File: config.mk
export PLATFORM = sky130hd
export DESIGN_NAME = div_ctrl
export DESIGN_NICKNAME = d
export VERILOG_FILES = /design/src/rtl/div_ctrl.sv
export SDC_FILE = /design/constraint.sdc
export NUM_CORES = 1
export LEC_CHECK = 0
export ABC_AREA = 1
export CAP_MARGIN = 20
export CORE_UTILIZATION = 46
export DETAILED_ROUTE_END_ITERATION = 12
export PLACE_DENSITY = 0.86
export SLEW_MARGIN = 25
export SYNTH_ARGS = -nofsm -noshare
export SYNTH_HDL_FRONTEND = slang
export SYNTH_SLANG_ARGS = --single-unit
File: constraint.sdc
create_clock -name clock -period 2.6 [get_ports clock]
set_input_delay 0.26 -clock clock [delete_from_list [all_inputs] [get_ports clock]]
set_output_delay 0.26 -clock clock [all_outputs]
set_load 0.05 [all_outputs]
File: src/rtl/div_ctrl.sv
// -----------------------------------------------------------------------------
// div_ctrl
//   Sequencing controller for the 33-cycle radix-2 signed divider in EX.
//   Accepts DIV / MTHI / MTLO operations, launches the external divider, owns
//   the architectural HI/LO registers and stalls the pipeline while a divide
//   is pending. Divide-by-zero is resolved locally without the divider, and
//   results of flushed (cancelled) divides are discarded.
//
// Ports
//   clock, reset         system clock (rising edge), async active-low reset
//   op_valid, op         operation request: 00 DIV, 01 MTHI, 10 MTLO, 11 nop
//   op_a, op_b           dividend / MT source, divisor
//   cancel               pipeline flush, aborts a pending DIV
//   cpu_stall            external pipeline stall (forwarded to the divider)
//   mf_req               EX reads HI/LO this cycle
//   op_ready             high only in IDLE
//   mdu_stall            (op_valid | mf_req) while not ready
//   hi, lo               architectural HI (remainder) / LO (quotient)
//   done, dz             one-cycle completion pulse / divide-by-zero flag
//   div_start            registered one-cycle start pulse to the divider
//   div_dividend/divisor operands latched at acceptance
//   div_cpu_stall        combinational copy of cpu_stall
//   div_q, div_r         divider quotient / remainder
//   div_busy, div_finish divider status
// -----------------------------------------------------------------------------
module div_ctrl (
   input  logic        clock,
   input  logic        reset,
   input  logic        op_valid,
   input  logic [1:0]  op,
   input  logic [31:0] op_a,
   input  logic [31:0] op_b,
   input  logic        cancel,
   input  logic        cpu_stall,
   input  logic        mf_req,
   output logic        op_ready,
   output logic        mdu_stall,
   output logic [31:0] hi,
   output logic [31:0] lo,
   output logic        done,
   output logic        dz,
   output logic        div_start,
   output logic [31:0] div_dividend,
   output logic [31:0] div_divisor,
   output logic        div_cpu_stall,
   input  logic [31:0] div_q,
   input  logic [31:0] div_r,
   input  logic        div_busy,
   input  logic        div_finish
);

   typedef enum logic [1:0] {
      S_IDLE  = 2'b00,
      S_ISSUE = 2'b01,
      S_WAIT  = 2'b10,
      S_WRITE = 2'b11
   } state_t;

   localparam logic [1:0] OP_DIV  = 2'b00;
   localparam logic [1:0] OP_MTHI = 2'b01;
   localparam logic [1:0] OP_MTLO = 2'b10;

   state_t      state, state_nxt;
   logic [31:0] hi_nxt, lo_nxt;
   logic [31:0] dividend_nxt, divisor_nxt;
   logic        start_nxt;
   logic        dz_flag, dz_flag_nxt;
   logic        accept;

   // Completion is taken from div_finish alone; busy is not needed here.
   logic        unused_div_busy;
   assign unused_div_busy = div_busy;

   assign op_ready      = (state == S_IDLE);
   // A flush in the same cycle as a request wins: nothing is accepted.
   assign accept        = op_valid & op_ready & ~cancel;
   assign mdu_stall     = (op_valid | mf_req) & ~op_ready;
   assign div_cpu_stall = cpu_stall;
   assign done          = (state == S_WRITE);
   assign dz            = done & dz_flag;

   // Next-state and register-update logic.
   // NOTE: every variable gets a default before the case so no path leaves
   // one unassigned; an unassigned path would infer a latch.
   always_comb begin
      state_nxt    = state;
      hi_nxt       = hi;
      lo_nxt       = lo;
      dividend_nxt = div_dividend;
      divisor_nxt  = div_divisor;
      start_nxt    = 1'b0;
      dz_flag_nxt  = dz_flag;

      case (state)
         S_IDLE: begin
            // A late div_finish from a cancelled divide lands here and is ignored.
            if (accept) begin
               case (op)
                  OP_DIV: begin
                     if (op_b == '0) begin
                        // Divide-by-zero resolved locally; divider untouched.
                        hi_nxt      = op_a;
                        lo_nxt      = '1;
                        dz_flag_nxt = 1'b1;
                        state_nxt   = S_WRITE;
                     end else begin
                        dividend_nxt = op_a;
                        divisor_nxt  = op_b;
                        start_nxt    = 1'b1;
                        dz_flag_nxt  = 1'b0;
                        state_nxt    = S_ISSUE;
                     end
                  end
                  OP_MTHI: hi_nxt = op_a;
                  OP_MTLO: lo_nxt = op_a;
                  default: ;  // reserved encoding: accepted, no effect
               endcase
            end
         end

         // The start pulse is already on the wire this cycle; cpu_stall does
         // not hold it, the divider itself accounts for stalled steps.
         S_ISSUE: state_nxt = cancel ? S_IDLE : S_WAIT;

         S_WAIT: begin
            if (cancel) begin
               state_nxt = S_IDLE;
            end else if (div_finish) begin
               lo_nxt    = div_q;
               hi_nxt    = div_r;
               state_nxt = S_WRITE;
            end
         end

         // HI/LO were written on entry; a cancel here cannot undo that.
         S_WRITE: state_nxt = S_IDLE;

         default: state_nxt = S_IDLE;
      endcase
   end

   // NOTE: state registers use non-blocking assignments so every flop samples
   // the pre-edge values regardless of statement order.
   always_ff @(posedge clock or negedge reset) begin
      if (!reset) begin
         state        <= S_IDLE;
         hi           <= '0;
         lo           <= '0;
         div_dividend <= '0;
         div_divisor  <= '0;
         div_start    <= 1'b0;
         dz_flag      <= 1'b0;
      end else begin
         state        <= state_nxt;
         hi           <= hi_nxt;
         lo           <= lo_nxt;
         div_dividend <= dividend_nxt;
         div_divisor  <= divisor_nxt;
         div_start    <= start_nxt;
         dz_flag      <= dz_flag_nxt;
      end
   end

endmodule

==> run metrics <==
Vias per Instance 5.18; number of global-route vias before repair 5907; Starting Density 47.2%; Distinct cells, synth 27; P_leak 4.50 nW; Core Rows 42; Wirelength per Cell 16.1 um; worst setup margin 0.295 ns; crit-path leading delay family buffers and inverters; most common cell after layout, fill and taps aside nand2_1; Total Power 14.7 mW; largest net degree at the start of global routing 120; setup bufs post-CTS 0; half-perimeter wire length after placement 13500 um; WL final 19300 um; CP Capture Type primary output; Mapped Avg Cell Area 8.22 um2; register area share after synthesis 52.6%; utilization after layout 71.9%; Pwr Density 1540 mW/mm2; GRT overflow 0; # setup viols final 0; fin nets 1152; Port Buf Inserts 268; min cycle time layout 2.30 ns; Largest stage delay, worst path 0.80 ns; DP Worst Slack 0.385 ns; filler cell count 1014; Crit path required time 2.34 ns; Die Wd 119 um; Placer Congestion 0.887; CTS clock-pin slew for the worst setup and hold paths 0.05 ns; # Max-Cap Violations 0; top cell type's share of synthesized area 52.6%; layout cell share with drive strength beyond 1 6.23%; status finished, final reports clean; Antenna Nets Post-Route 0; unrepaired setup endpoints after global routing false; final hold viol count 0; antenna violations before repair 0; # DRC 0; Die Ht 119 um; # IOs 272; Mapped Cells 764; DR pass1 iterations 5; Core Area 0.0133 mm2; yosys warns 0; Max Freq 0.434 GHz; WP data arrival 2.04 ns; maximum VDD drop 0.00102 V; CTS tree built; synthesized flop and latch total 132; number of DRC markers in iteration 0 525; CP cell instances inv_2 > nand2_2 > inv_4 > nor2_1 > clkdlybuf4s50_1; Num CTS Buffers 17; max-slew violations 0; Slew HR 55.1%; Setup CP Type flop to primary output; Die Area 0.0141 mm2; Max FO, Critical Path 8; Yosys top cell by area dfrtp_1; type of origin of the critical path flop; Crit-path slowest cell clkdlybuf4s50_1; Final period util 88.6%; top area cells in the synthesized netlist dfrtp_1, nand2_1, nand4_1, o21ai_0, inv_1; Worst-Margin Slew 0.672 ns; clock buffer depth 2; commonest non-fill, non-tap cells in the layout nand2_1, clkdlybuf4s50_1, dfrtp_1; HP Class primary input to async pin; post-route setup TNS 0 ns; H-tree levels 4; Layout Skew 0.00524 ns; first-pass GRT wire length 30400 um; Worst Path Buf+Inv 3; area delta synth->final 52.4%; Overall Global Routing Usage 27.9%; Worst-Skew Late Latency 0.41 ns; Vias 6236; CTS sink cnt 132; Synth Cell Area 0.00628 mm2; # diodes 0; syn_nets 902; CTS root buf clkbuf_16
## where the power goes
group / internal [mW] / switching (mW) / leakage (nW)
registers: 3.08 / 0.563 / 1.63
clock network: 1.55 / 0.856 / 0.290
logic: 2.69 / 5.96 / 2.58
total: 7.32 / 7.38 / 4.50
## metal layers
layer | wire length [um] | GRT usage (%) | vias to the layer above
met1 | 7880 | 34.4 | 2920
met4 | 758 | 14.0 | 0
met3 | 1430 | 6.75 | 54
li1 | - | - | 2975
met2 | 9270 | 45.5 | 287
met5 | 0 | 0 | -
## registers in the layout (all words and copies together) (netlist names)
register and count:
lo 32, div_divisor 32, div_dividend 32, dz_flag 1, state 2, div_start 1, hi 32
## kinds of logic (layout without fill, tap and decap cells)
logic type             after synthesis  in the layout  share of synthesized area, %
AO/OA/AOI/OAI                      124            124                          10.5
AND/OR/NAND/NOR                    392            392                          27.1
buffers and inverters              116            379                          9.83
flip-flops                         132            132                          52.6
## Yosys cell counts, drive strengths merged
library cell  number
o21ai             89
and2               1
clkbuf             4
nand2            269
inv               63
dfrtp            132
nor2              49
nand3              5
nand4             65
a21oi             35
nor3               2
buf               49
nor3b              1
## through the flow
step	area, um2	instances	hold slack [ns]
floorplan	6280	764	-0.0356
global placement	8960	1170	0.255
detailed placement	8960	1170	0.256
CTS	9560	1203	0.384
global route	9560	1203	0.401
finish	9560	1203	0.377
## what timing repair did
| action | in CTS | in global routing |
|---|---|---|
| resized for setup | 0 | 0 |
| hold endpoints to repair | 54 | 0 |
| hold buffers | 1 | 0 |
| setup endpoints to repair | 0 | 0 |
## worst paths after layout
path                                      startpoint                          end  slack, ns  cells after the start
worst max-delay path            state[0]$_DFFE_PN0P_                    mdu_stall       0.30                      5
worst min-delay path                           reset  div_divisor[27]$_DFFE_PN0P_       0.38                      2
worst max register to register  state[0]$_DFFE_PN0P_           lo[30]$_DFFE_PN0P_       0.76                      7
worst min register to register     hi[6]$_DFFE_PN0P_            hi[6]$_DFFE_PN0P_       0.47                      2
max in group asynchronous                      reset           lo[22]$_DFFE_PN0P_       1.46                      3
min in group clock                          op_b[29]  div_divisor[29]$_DFFE_PN0P_       0.42                      3
## layout make-up
class	instances	area [um2]	area share [%]
Sequential cell	132	3300	34.5
Timing Repair Buffer	284	2830	29.6
Multi-Input combinational cell	516	2380	24.8
Clock buffer	22	464	4.85
Inverter	63	239	2.50
Tap cell	176	220	2.30
Clock inverter	10	130	1.36
Power figures use the tool's default switching activity.
